$ cat src/rtl/systolic_skew_buffer_if.sv
// Stream-side signal bundle for systolic_skew_buffer.
// Signal suffixes are relative to the skew buffer, which takes the slave modport.
interface systolic_skew_buffer_if #(
    parameter int unsigned DATA_WIDTH = 8,
    parameter int unsigned LANES      = 10
);
    logic                        mode_i;
    logic                        valid_i;
    logic                        last_i;
    logic                        ready_o;
    logic [LANES*DATA_WIDTH-1:0] word_i;
    logic [LANES*DATA_WIDTH-1:0] skew_o;
    logic [LANES-1:0]            lane_valid_o;
    logic                        busy_o;
    logic                        done_o;

    modport master (
        output mode_i, valid_i, last_i, word_i,
        input  ready_o, skew_o, lane_valid_o, busy_o, done_o
    );

    modport slave (
        input  mode_i, valid_i, last_i, word_i,
        output ready_o, skew_o, lane_valid_o, busy_o, done_o
    );
endinterface

$ cat src/rtl/systolic_skew_buffer.sv
// Per-lane skew/deskew delay stage with a burst controller that drains the
// pipeline after the last word so every burst ends with empty delay lines.
module systolic_skew_buffer #(
    parameter int unsigned DATA_WIDTH = 8,
    parameter int unsigned LANES      = 10
) (
    input  logic                 clk_i,
    input  logic                 rst_ni,
    input  logic                 clr_i,
    systolic_skew_buffer_if.slave bus_io
);
    localparam int unsigned CntW = $clog2(LANES);

    if (LANES < 2) begin : g_bad_lanes
        $error("systolic_skew_buffer: LANES must be >= 2");
    end

    typedef enum logic [1:0] {StIdle, StStream, StDrain} state_e;

    state_e                          state_q, state_d;
    logic [CntW-1:0]                 cnt_q, cnt_d;
    logic                            mode_q, mode_d;
    logic                            accept;
    logic                            mode_eff;
    logic [LANES*DATA_WIDTH-1:0]     inj_word;
    logic [LANES-1:0][DATA_WIDTH-1:0] lane_data;
    logic [LANES-1:0]                lane_vld;

    assign bus_io.ready_o = (state_q != StDrain);
    assign accept         = bus_io.valid_i && bus_io.ready_o;
    assign inj_word       = accept ? bus_io.word_i : '0;
    // mode_i only steers taps while idle; a burst keeps the mode it started with
    assign mode_eff       = (state_q == StIdle) ? bus_io.mode_i : mode_q;
    assign bus_io.busy_o  = (state_q != StIdle);
    assign bus_io.done_o  = (state_q == StDrain) && (cnt_q == CntW'(1));

    always_comb begin
        state_d = state_q;
        cnt_d   = cnt_q;
        mode_d  = mode_q;
        unique case (state_q)
            StIdle: begin
                if (accept) begin
                    mode_d = bus_io.mode_i;
                    if (bus_io.last_i) begin
                        state_d = StDrain;
                        cnt_d   = CntW'(LANES - 1);
                    end else begin
                        state_d = StStream;
                    end
                end
            end
            StStream: begin
                if (accept && bus_io.last_i) begin
                    state_d = StDrain;
                    cnt_d   = CntW'(LANES - 1);
                end
            end
            StDrain: begin
                cnt_d = cnt_q - 1'b1;
                if (cnt_q == CntW'(1)) begin
                    state_d = StIdle;
                end
            end
            default: state_d = StIdle;
        endcase
    end

    always_ff @(posedge clk_i or negedge rst_ni) begin
        if (!rst_ni) begin
            state_q <= StIdle;
            cnt_q   <= '0;
            mode_q  <= 1'b0;
        end else if (clr_i) begin
            state_q <= StIdle;
            cnt_q   <= '0;
            mode_q  <= 1'b0;
        end else begin
            state_q <= state_d;
            cnt_q   <= cnt_d;
            mode_q  <= mode_d;
        end
    end

    for (genvar k = 0; k < LANES; k++) begin : g_lane
        localparam int unsigned SkewD = k;
        localparam int unsigned DeskD = LANES - 1 - k;
        // Line only as deep as the longer of this lane's two taps
        localparam int unsigned MaxD  = (SkewD > DeskD) ? SkewD : DeskD;

        logic [MaxD-1:0][DATA_WIDTH-1:0] line_q;
        logic [MaxD-1:0]                 vld_q;
        logic [DATA_WIDTH-1:0]           skew_tap, desk_tap;
        logic                            skew_v, desk_v;

        always_ff @(posedge clk_i or negedge rst_ni) begin
            if (!rst_ni) begin
                line_q <= '0;
                vld_q  <= '0;
            end else if (clr_i) begin
                line_q <= '0;
                vld_q  <= '0;
            end else begin
                line_q[0] <= inj_word[k*DATA_WIDTH +: DATA_WIDTH];
                vld_q[0]  <= accept;
                for (int j = 1; j < int'(MaxD); j++) begin
                    line_q[j] <= line_q[j-1];
                    vld_q[j]  <= vld_q[j-1];
                end
            end
        end

        if (SkewD == 0) begin : g_skew_pass
            assign skew_tap = inj_word[k*DATA_WIDTH +: DATA_WIDTH];
            assign skew_v   = accept;
        end else begin : g_skew_tap
            assign skew_tap = line_q[SkewD-1];
            assign skew_v   = vld_q[SkewD-1];
        end

        if (DeskD == 0) begin : g_desk_pass
            assign desk_tap = inj_word[k*DATA_WIDTH +: DATA_WIDTH];
            assign desk_v   = accept;
        end else begin : g_desk_tap
            assign desk_tap = line_q[DeskD-1];
            assign desk_v   = vld_q[DeskD-1];
        end

        assign lane_data[k] = mode_eff ? desk_tap : skew_tap;
        assign lane_vld[k]  = mode_eff ? desk_v : skew_v;
    end

    assign bus_io.skew_o       = lane_data;
    assign bus_io.lane_valid_o = lane_vld;
endmodule
$ cat src/flat_wrapper.sv
// flat-port wrapper written by rule: the top's interface ports become plain ports
module systolic_skew_buffer_flat 
#(
    parameter int unsigned DATA_WIDTH = 8,
    parameter int unsigned LANES      = 10
)
  (clk_i, rst_ni, clr_i, bus_io_mode_i, bus_io_valid_i, bus_io_last_i, bus_io_word_i, bus_io_ready_o, bus_io_skew_o, bus_io_lane_valid_o, bus_io_busy_o, bus_io_done_o);
  systolic_skew_buffer_if #(.DATA_WIDTH(DATA_WIDTH), .LANES(LANES)) bus_io_i ();
  input  logic clk_i;
  input  logic rst_ni;
  input  logic clr_i;
  input wire logic [$bits(bus_io_i.mode_i)-1:0] bus_io_mode_i;
  input wire logic [$bits(bus_io_i.valid_i)-1:0] bus_io_valid_i;
  input wire logic [$bits(bus_io_i.last_i)-1:0] bus_io_last_i;
  input wire logic [$bits(bus_io_i.word_i)-1:0] bus_io_word_i;
  output wire logic [$bits(bus_io_i.ready_o)-1:0] bus_io_ready_o;
  output wire logic [$bits(bus_io_i.skew_o)-1:0] bus_io_skew_o;
  output wire logic [$bits(bus_io_i.lane_valid_o)-1:0] bus_io_lane_valid_o;
  output wire logic [$bits(bus_io_i.busy_o)-1:0] bus_io_busy_o;
  output wire logic [$bits(bus_io_i.done_o)-1:0] bus_io_done_o;
  assign bus_io_i.mode_i = bus_io_mode_i;
  assign bus_io_i.valid_i = bus_io_valid_i;
  assign bus_io_i.last_i = bus_io_last_i;
  assign bus_io_i.word_i = bus_io_word_i;
  assign bus_io_ready_o = bus_io_i.ready_o;
  assign bus_io_skew_o = bus_io_i.skew_o;
  assign bus_io_lane_valid_o = bus_io_i.lane_valid_o;
  assign bus_io_busy_o = bus_io_i.busy_o;
  assign bus_io_done_o = bus_io_i.done_o;
  systolic_skew_buffer #(.DATA_WIDTH(DATA_WIDTH), .LANES(LANES)) u_core (.clk_i(clk_i), .rst_ni(rst_ni), .clr_i(clr_i), .bus_io(bus_io_i));
endmodule
$ cat config.mk
export PLATFORM = sky130hd
export DESIGN_NAME = systolic_skew_buffer_flat
export DESIGN_NICKNAME = d
export VERILOG_FILES = /design/src/rtl/systolic_skew_buffer_if.sv /design/src/rtl/systolic_skew_buffer.sv /design/src/flat_wrapper.sv
export SDC_FILE = /design/constraint.sdc
export NUM_CORES = 1
export LEC_CHECK = 0
export CAP_MARGIN = 20
export CORE_UTILIZATION = 30
export DETAILED_ROUTE_END_ITERATION = 8
export SLEW_MARGIN = 20
export SYNTH_ARGS = -nofsm -noshare
export SYNTH_HDL_FRONTEND = slang
export SYNTH_SLANG_ARGS = --single-unit
$ cat constraint.sdc
create_clock -name clk_i -period 3.4 [get_ports clk_i]
set_clock_uncertainty 0.2 [all_clocks]
set_input_delay 1.02 -clock clk_i [delete_from_list [all_inputs] [get_ports clk_i]]
set_output_delay 1.02 -clock clk_i [all_outputs]
set_load 0.01 [all_outputs]
# Word level (Yosys, flattened, before mapping)
# Index checks and enable logic that the tools add are counted.
# word_totals
register_bits	637
rom_bits	0
output_inout_bits	93
n_memories	0
latchBits	0
mem_bits_rw	0
# op_classes
n_div	0
magnitude_cmp	0
eq_ne	8
add_sub_neg	1
n_mux	56
n_mul	0
shifts	0
bitwise_logic	0
n_reduce_logical	11
# ops
cell	n
2-to-1 mux 72 bit	2
2-to-1 mux 64 bit	2
2-to-1 mux 56 bit	2
2-to-1 mux 48 bit	2
2-to-1 mux 8 bit	12
2-to-1 mux 40 bit	2
2-to-1 mux 80 bit	1
2-to-1 mux 9 bit	2
2-to-1 mux 4 bit	4
2-to-1 mux 1 bit	14
2-to-1 mux 7 bit	2
2-to-1 mux 6 bit	2
case mux 4 bit (3 select lines)	1
2-to-1 mux 2 bit	5
2-to-1 mux 5 bit	2
!= test 3 x 2 -> 1 bit, second input constant	2
!= test 3 bit, second input constant	2
case mux 2 bit (3 select lines)	1
nonzero test 2 bit	3
equality test 4 x 1 -> 1 bit, second input constant	1
AND reduction 4 bit	1
nonzero test 4 bit	1
subtractor 4 x 1 -> 4 bit, second input constant	1
logical AND 1 bit	3
other kinds (6)	6

# Depth between registers and ports, before layout
# Gate-level depths: netlist of run 1.
# depth
ltp_word	6
mapped_depth	5
depth_no_buf	5

# Worst setup path before layout of run 1
# Ideal clock, no wire load.
# synth_path
path_kind	input port to output port
from	input bus_io_mode_i
to	output bus_io_lane_valid_o[2]
slack_ps	260
cell_stages	3
t_arrival_ps	1920
path_cell_list	mux2i_2 -> buf_4 -> mux2_1
# synth_via
elab_chain_len	2
# synth_rtl
item	line_no	rtl
start, declared	flat_wrapper.sv:12	input wire logic [$bits(bus_io_i.mode_i)-1:0] bus_io_mode_i;
2-to-1 mux 1 bit	systolic_skew_buffer.sv:33	assign mode_eff = (state_q == StIdle) ? bus_io.mode_i : mode_q;
2-to-1 mux 1 bit	systolic_skew_buffer.sv:130	assign lane_vld[k] = mode_eff ? desk_v : skew_v;
end, declared	flat_wrapper.sv:18	output wire logic [$bits(bus_io_i.lane_valid_o)-1:0] bus_io_lane_valid_o;
# No other way between the ends.

# Final worst setup path of run 1
# layout_path
from	input bus_io_mode_i
to	output bus_io_skew_o[21]
# layout_via
elab_chain_len	2
# layout_rtl
item	line_no	rtl
2-to-1 mux 1 bit	systolic_skew_buffer.sv:33	
2-to-1 mux 8 bit	systolic_skew_buffer.sv:129	assign lane_data[k] = mode_eff ? desk_tap : skew_tap;
end, declared	flat_wrapper.sv:17	output wire logic [$bits(bus_io_i.skew_o)-1:0] bus_io_skew_o;
# No other way between the ends.

==> impl_metrics.ini, run 1 <==
[synthesis]
synth_edf_count = 0
synth_warnings = 0
synth_cells = 1347
yosysMostFrequentCell = dfrtp_1
netlist.area_leader.share_pct = 72.8
synth_nets = 1435
synth_commonest_cells = dfrtp_1 (576), nor2b_1 (490), and2_1 (80), clkbuf_1 (55), mux2_4 (52)
ys_top_cells_by_area = dfrtp_1 (73%), nor2b_1 (15%), mux2_4 (3.9%)
synthArstFlopShare_pct = 100
yosysTopAreaCell = dfrtp_1
seq_area_frac_synth_pct = 72.8
synth_area_mm2 = 0.0198
synth_ff_type = dfrtp_1
postSynthAreaPerCell_um2 = 14.7
ys_ff_latch = 576
synth_cell_types = 34

[sta]
tightest_slew_ns = 0.767
min_period_ns = 3.66
max_clock_freq_ghz = 0.273
hold_violations = 0
fin_crit_sh_pct = 108
rsz0062_at_grt = true
setup_slack_ns = -0.264
max-slew-margin-rel_pct = 48.9
slew_viol_final = 0
setup-violations-final = 89

[worst_setup_path]
r2r_setup_slack_ns = 1.35
crit_top_cell = mux2_4
start_kind = input pin
r2r-start = u_core.state_q[1]$_DFFE_PN0P_
slowest_stage = mux2_4
critical_path_arrival_ns = 2.44
r2r-end = u_core.g_lane[8].desk_tap[7]$_DFF_PN0_
critPathRequiredTime_ns = 2.18
crit_chain = dlygate4sd2_1 -> mux2_4 -> buf_12 -> buf_8 -> buf_16 -> mux2_4 -> buf_6
max_stage_delay_ns = 0.31
cp_num_buf_inv = 5
end_kind = output pin
path_max_fanout = 5
critical_path_class = input pin to output pin
crit_family = buffers and inverters
r2r_cells = 6

[finish]
drive_above_1_share_pct = 21.8
layout.cells.non_filler = 2501
final_area_mm2 = 0.0252
fin_nets = 1682
areaGrowthSynthToFinish_pct = 27.5

[grt]
antenna_found_initial = 8
grt_max_degree = 151
grt_pass1_wl_um = 60000
overflow = 0
grt_pass1_vias = 10700
grt.total_usage_pct = 11.4

[power_and_ir_drop]
p_sw_uw = 3210
comb_power_share_pct = 6.0
seqPwrFrac_pct = 47.1
power.density_mw_per_mm2 = 588
switching_share_pct = 21.6
p_leak_uw = 0.0125
peakVddDrop_uv = 422
p_int_uw = 11600
power_frac_clock_pct = 46.8

[floorplanning]
num_rows = 93
die_height_um = 259
io_pins = 179
start_util_pct = 30.5
core_mm2 = 0.0648
chipWidth_um = 259
die-area_mm2 = 0.0670

[detailed_routing]
drt_iter0_markers = 542
dr.pass1.iters = 4
wire_per_inst_um = 14.8
ant_nets = 0
vias = 10200
drc_errors = 0
wl_um = 37100
vias_per_cell = 4.07

[worst_hold_path]
min_path_type = input pin to asynchronous set/reset pin

[clock_tree]
cts_max_level = 2
clk_latency_ns = 0.61
clk_path_buf_depth = 3
numCtsBuffers = 61
cts_tree = done
path_clk_slew_ns = 0.06
cts_sinks = 576
holdBufCountCts = 0
ctsRootBufferMaster = clkbuf_16

[place]
place.gp.congestion = 0.719
place_area_mm2 = 0.0229
hpwl_um = 21900
portBuffers = 178
place_inst = 2366

[status]
violations = negative setup slack
status = finished with violations

[flow_run]
cap_violations = 0
-- logic make-up (layout without fill, tap and decap cells) --
| logic type | after synthesis | count (layout) | synth area share [%] |
|---|---|---|---|
| multiplexers | 75 | 75 | 5.26 |
| flip-flops | 576 | 576 | 72.8 |
| AND/OR/NAND/NOR | 587 | 587 | 18.6 |
| buffers and inverters | 79 | 376 | 2.10 |
| AO/OA/AOI/OAI | 28 | 28 | 1.14 |
| other | 0 | 2 | 0 |
| adder cells (fa/ha/maj) | 2 | 2 | 0.126 |
-- per-layer routing --
layer	vias up	GRT usage, %	share of wire [%]
li1	4685	-	-
met1	5214	16.2	48
met2	189	16.3	43
met3	71	4.04	7.3
met4	12	3.25	2.0
met5	-	0	0.20
-- placed cells by master (no fill, tap or decap), types with 2 or more instances in the layout --
cell               n
clkinv_4           2
nor2b_1          490
inv_1              4
o21a_1             3
buf_8              5
dfrtp_1          576
buf_16             4
mux2_2            15
inv_8              2
buf_4             47
diode_2            2
ha_1               2
clkbuf_16         61
bufinv_16          9
and2_1            80
clkdlybuf4s50_1   82
nor2_1             4
clkbuf_1           9
buf_2             54
clkinv_8           2
clkbuf_8          12
dlygate4sd2_1      2
a21oi_1            3
mux2_4            58
nor3_1             4
a22o_1            16
buf_12            20
clkinv_2          13
inv_6              2
buf_6             44
-- stage by stage --
| stage | setup WS, ns | util, % | setup TNS, ns | hold WS [ns] | power [µW] |
|---|---|---|---|---|---|
| 3_5_place_dp | -0.723 | 35.3 | -57.86 | 0.247 | 7930 |
| 6_report | -0.264 | 38.9 | -13.28 | 0.186 | 14800 |
| 5_1_grt | -0.334 | 38.9 | -21.00 | 0.193 | 15500 |
| 3_3_place_gp | -0.694 | 35.3 | -56.36 | 0.240 | 7920 |
| 4_1_cts | -0.295 | 38.9 | -17.72 | 0.171 | 15100 |
| 2_1_floorplan | 0.260 | - | 0 | 0.239 | 7460 |
-- worst reg2reg max path, delay by kind of cell, from the launching register on --
family | cells | cell delay, ns
simple gates | 3 | 0.62
flops | 1 | 0.41
buf+inv | 3 | 0.74
-- flip-flops by register name (all words and copies together), names as in the netlist --
| name | cells |
|---|---|
| u_core.state_q | 2 |
| u_core.g_lane.skew_tap | 72 |
| u_core.g_lane.desk_tap | 72 |
| u_core.mode_q | 1 |
| u_core.cnt_q | 4 |
| u_core.g_lane.line_q | 416 |
| u_core.g_lane.vld_q | 9 |
-- power groups by stage --
stage | combinational [µW] | clock [µW] | sequential [µW]
finish | 897 | 6950 | 7000
global route | 990 | 7480 | 7010
CTS | 916 | 7210 | 7000
detailed placement | 814 | 0 | 7120
global placement | 798 | 0 | 7120
floorplan | 356 | 0 | 7110
-- what timing repair did --
action                                  CTS  global route
buffers inserted                         14             3
pin swaps                                 3             2
endpoints found under the setup margin   91            91
resized for setup                       408            27
gates cloned                              4             0
-- how the worst max path moves through the flow --
stage,cells past startpoint,endpoint,start,slack [ns]
2_1_floorplan,3,bus_io_lane_valid_o[2],bus_io_mode_i,0.26
6_report,7,bus_io_skew_o[21],bus_io_mode_i,-0.26
3_3_place_gp,6,bus_io_lane_valid_o[8],bus_io_mode_i,-0.69
4_1_cts,7,bus_io_skew_o[21],u_core.state_q[0]$_DFFE_PN0P_,-0.30
3_5_place_dp,5,bus_io_skew_o[41],bus_io_mode_i,-0.72
5_1_grt,7,bus_io_skew_o[21],u_core.state_q[1]$_DFFE_PN0P_,-0.33
-- layout make-up --
class                      count  area [µm²]
clock inverter                31         433
tap                          855        1070
fill                        6023       39600
clock buffer                  82        1730
sequential                   576       14400
antenna                        2        5.00
timing repair buffer         259        2550
inverter                       4        15.0
multi-input combinational    692        5020
Power figures use the tool's default switching activity.
==> run 2, diff against run 1 <==
CTS_BUF_LIST = sky130_fd_sc_hd__clkbuf_8 sky130_fd_sc_hd__clkbuf_16   (was not set)
==> impl_metrics.ini, run 2 (synthesis results as in run 1) <==
[detailed_routing]
drt_iter0_markers = 551
drc_errors = 0
ant_nets = 0
dr.pass1.iters = 4
vias = 10200
wire_per_inst_um = 14.8
vias_per_cell = 4.07
wl_um = 37100

[grt]
antenna_found_initial = 8
grt_max_degree = 151
grt_pass1_wl_um = 60000
grt.total_usage_pct = 11.4
overflow = 0
grt_pass1_vias = 10700

[power_and_ir_drop]
p_leak_uw = 0.0125
power.density_mw_per_mm2 = 587
finalPower_uw = 14800
peakVddDrop_uv = 422

[place]
portBuffers = 178
place.gp.congestion = 0.719
place_inst = 2366
hpwl_um = 21900

[worst_setup_path]
critical_path_class = input pin to output pin
end_kind = output pin
critPathRequiredTime_ns = 2.18
crit_top_cell = mux2_4
max_stage_delay_ns = 0.31
crit_family = buffers and inverters
crit_chain = dlygate4sd2_1 -> mux2_4 -> buf_12 -> buf_8 -> buf_16 -> mux2_4 -> buf_6
path_max_fanout = 5
critical_path_arrival_ns = 2.44
cp_num_buf_inv = 5
start_kind = input pin
slowest_stage = mux2_4

[status]
violations = negative setup slack
status = finished with violations

[finish]
fillCellCount = 6023
fin_nets = 1682
regMostFlops = u_core.g_lane.line_q
drive_above_1_share_pct = 21.8
areaGrowthSynthToFinish_pct = 27.5
final_cell_mix = dfrtp_1 (576), nor2b_1 (490), clkdlybuf4s50_1 (82), and2_1 (80), clkbuf_16 (61)
layout.cells.most_common = dfrtp_1
layout.cells.non_filler = 2501
largest_reg_flops = 416

[sta]
hold_violations = 0
setup-violations-final = 89
fin_crit_sh_pct = 108
rsz0062_at_grt = true
tightest_slew_ns = 0.766
slew_viol_final = 0
fin_setup_tns_ns = -13.28
max_clock_freq_ghz = 0.273
min_period_ns = 3.66
max-slew-margin-rel_pct = 48.9
setup_slack_ns = -0.264

[floorplanning]
chipWidth_um = 259
core_mm2 = 0.0648
io_pins = 179
die-area_mm2 = 0.0670
num_rows = 93
die_height_um = 259
start_util_pct = 30.5

[clock_tree]
holdBufCountCts = 0
cts_max_level = 2
cts_sinks = 576
ctsRootBufferMaster = clkbuf_16
path_clk_slew_ns = 0.06
cts_tree = done
clk_path_buf_depth = 3
clk_latency_ns = 0.61
numCtsBuffers = 61

[flow_run]
cap_violations = 0

[worst_hold_path]
min_path_type = input pin to asynchronous set/reset pin
[run 2: changes by cell type in the layout (fill, tap and decap cells not counted)]
cell	delta
clkbuf_1	-9
inv_1	+9
[run 2: final timing paths]
check | start | depth (start not counted) | end | slack (ns)
max | bus_io_mode_i | 7 | bus_io_skew_o[21] | -0.26
max reg2reg | u_core.state_q[1]$_DFFE_PN0P_ | 6 | u_core.g_lane[8].desk_tap[7]$_DFF_PN0_ | 1.35
min in group clk_i | u_core.g_lane[0].line_q[34]$_DFF_PN0_ | 1 | u_core.g_lane[0].line_q[42]$_DFF_PN0_ | 0.24
min | rst_ni | 1 | u_core.g_lane[3].line_q[5]$_DFF_PN0_ | 0.19
min reg2reg | u_core.g_lane[0].line_q[34]$_DFF_PN0_ | 1 | u_core.g_lane[0].line_q[42]$_DFF_PN0_ | 0.24
max in group asynchronous | rst_ni | 2 | u_core.g_lane[8].line_q[50]$_DFF_PN0_ | 1.96
[run 2: what timing repair did]
action                                  4_1_cts  5_1_grt
setup buffers                                14        3
gates cloned                                  4        0
pin swaps                                     3        2
resized for setup                           408       27
endpoints found under the setup margin       91       91
[run 2: metrics by stage]
step	setup slack, ns	util, %	instance area (µm²)	hold WS (ns)
2_1_floorplan	0.260	-	19800	0.239
3_5_place_dp	-0.723	35.3	22900	0.247
6_report	-0.264	38.9	25200	0.185
4_1_cts	-0.295	38.9	25200	0.171
5_1_grt	-0.334	38.9	25200	0.193
3_3_place_gp	-0.694	35.3	22900	0.240
[run 2: report_power, final]
part           internal (µW)  switching, µW  leakage [µW]
Clock                   4220           2700       0.00111
Combinational            432            466       0.00343
Sequential              6960           37.6       0.00797
[run 2: area by class of cell]
cell class,count,area [µm²],area share [%]
antenna,2,5.00,0.0198
sequential,576,14400,57.1
tap,855,1070,4.24
clock buffer,73,1690,6.70
multi-input combinational,692,5020,19.9
timing repair buffer,259,2550,10.1
inverter,4,15.0,0.0595
clock inverter,40,467,1.85
[run 2: metal layers]
metal	vias to the layer above	global-route usage [%]	share of wire, %
met3	71	4.04	7.3
met1	5217	16.2	48
met4	12	3.25	2.0
li1	4685	-	-
met5	-	0	0.20
met2	189	16.3	43
==> run 3, diff against run 2 <==
CORE_MARGIN = 1   (was not set)
GPL_TIMING_DRIVEN = 0   (was not set)
==> impl_metrics.ini, run 3 (synthesis results as in run 1) <==
[sta]
slew_viol_final = 0
setup-violations-final = 74
rsz0062_at_grt = true
tightest_slew_ns = 0.923
max_clock_freq_ghz = 0.283
max-slew-margin-rel_pct = 38.5
hold_violations = 0
fin_crit_sh_pct = 104
setup_slack_ns = -0.133
min_period_ns = 3.53

[flow_run]
cap_violations = 0

[finish]
final_cell_mix = dfrtp_1 (574), nor2b_1 (490), clkdlybuf4s50_1 (83), and2_1 (80), buf_6 (77)
fin_nets = 1699
layout.cells.non_filler = 2517
layout.cells.most_common = dfrtp_1
regMostFlops = u_core.g_lane.line_q
drive_above_1_share_pct = 19.9
largest_reg_flops = 416
areaGrowthSynthToFinish_pct = 27.9
fillCellCount = 6033

[worst_setup_path]
slowest_stage = dfrtp_2
start_kind = flop
path_max_fanout = 10
max_stage_delay_ns = 0.42
crit_chain = nor2_4 -> mux2_4 -> buf_12 -> buf_12 -> mux2_4 -> buf_6
cp_num_buf_inv = 3
end_kind = output pin
critical_path_class = flop to output pin
critical_path_arrival_ns = 2.31
crit_family = multiplexers
critPathRequiredTime_ns = 2.18

[detailed_routing]
vias_per_cell = 4.01
ant_nets = 0
dr.pass1.iters = 4
wire_per_inst_um = 15.9
vias = 10100
drt_iter0_markers = 460
drc_errors = 0
wl_um = 40000

[place]
portBuffers = 178
place.gp.congestion = 0.721
place_inst = 2386
hpwl_um = 26000
dp_slack_ns = -1.30

[status]
status = finished with violations
violations = negative setup slack

[grt]
grt_max_degree = 105
grt_pass1_vias = 10600
busiest_layer = met2
grt.total_usage_pct = 12.2
antenna_found_initial = 6
grt_pass1_wl_um = 62000
grt_use_met1_pct = 16.7
overflow = 0
use_met2_pct = 18.8
grtUsageMet3_pct = 3.03

[worst_hold_path]
min_path_type = input pin to asynchronous set/reset pin

[floorplanning]
chipWidth_um = 259
num_rows = 93
die_height_um = 259
die-area_mm2 = 0.0670
io_pins = 179
core_mm2 = 0.0648
start_util_pct = 30.5

[power_and_ir_drop]
peakVddDrop_uv = 420
power.density_mw_per_mm2 = 585
finalPower_uw = 14800
p_leak_uw = 0.0124

[clock_tree]
cts_tree = done
numCtsBuffers = 60
ctsRootBufferMaster = clkbuf_16
cts_sinks = 576
clk_latency_ns = 0.61
path_clk_slew_ns = 0.06
holdBufCountCts = 0
cts_max_level = 2
clk_path_buf_depth = 3
-- run 3: changes by cell type in the layout (fill, tap and decap cells not counted), sizes merged --
cell / change
clkdlybuf4s15: +7
dlygate4sd2: -1
clkbuf: +60
buf: -47
inv: -5
clkdlybuf4s50: +1
clkinv: -2
clkinvlp: +4
dlymetal6s2s: -1
-- run 3: where the power goes --
part | switching, µW | internal, µW
sequential | 36.6 | 6960
combinational | 483 | 412
clock | 2700 | 4230
-- run 3: layout make-up --
class | instances | area (µm²) | share of cell area, %
Multi-Input combinational cell | 692 | 5030 | 19.8
Clock inverter | 37 | 437 | 1.72
Buffer | 73 | 477 | 1.88
Clock buffer | 74 | 1710 | 6.73
Sequential cell | 576 | 14400 | 56.9
Tap cell | 855 | 1070 | 4.22
Antenna cell | 2 | 5.00 | 0.0198
Inverter | 4 | 18.8 | 0.0741
Timing Repair Buffer | 204 | 2170 | 8.58
-- run 3: final timing paths --
path                                                  startpoint  slack, ns                                     end  depth (start not counted)
max reg2reg                        u_core.state_q[1]$_DFFE_PN0P_       1.17  u_core.g_lane[8].desk_tap[7]$_DFF_PN0_                          7
max in group asynchronous                                 rst_ni       0.95    u_core.g_lane[6].line_q[0]$_DFF_PN0_                          4
min in group clk_i         u_core.g_lane[3].line_q[30]$_DFF_PN0_       0.25   u_core.g_lane[3].line_q[38]$_DFF_PN0_                          1
min reg2reg                u_core.g_lane[3].line_q[30]$_DFF_PN0_       0.25   u_core.g_lane[3].line_q[38]$_DFF_PN0_                          1
max                                u_core.state_q[1]$_DFFE_PN0P_      -0.13                       bus_io_skew_o[30]                          6
min                                                       rst_ni       0.20    u_core.g_lane[2].line_q[5]$_DFF_PN0_                          1
-- run 3: metrics by stage --
stage / utilization [%] / setup TNS [ns] / hold WS [ns] / area (µm²)
global route: 39.1 / -14.99 / 0.228 / 25300
global placement: 34.9 / - / 0.239 / 22700
finish: 39.1 / -6.90 / 0.197 / 25300
CTS: 38.9 / -11.74 / 0.197 / 25200
floorplan: - / 0 / 0.239 / 19800
detailed placement: 35.2 / -87.97 / 0.246 / 22800
-- run 3: timing repair --
item | in CTS | in global routing
gates resized for setup | 446 | 40
pin swaps | 2 | 1
setup buffers | 13 | 4
cloned | 2 | 1
setup endpoints to repair | 92 | 91
-- run 3: metal layers --
metal,share of wire [%],wire (µm)
met2,45,18000
met4,2.6,1040
met1,47,18700
met3,5.3,2110
met5,0.14,55
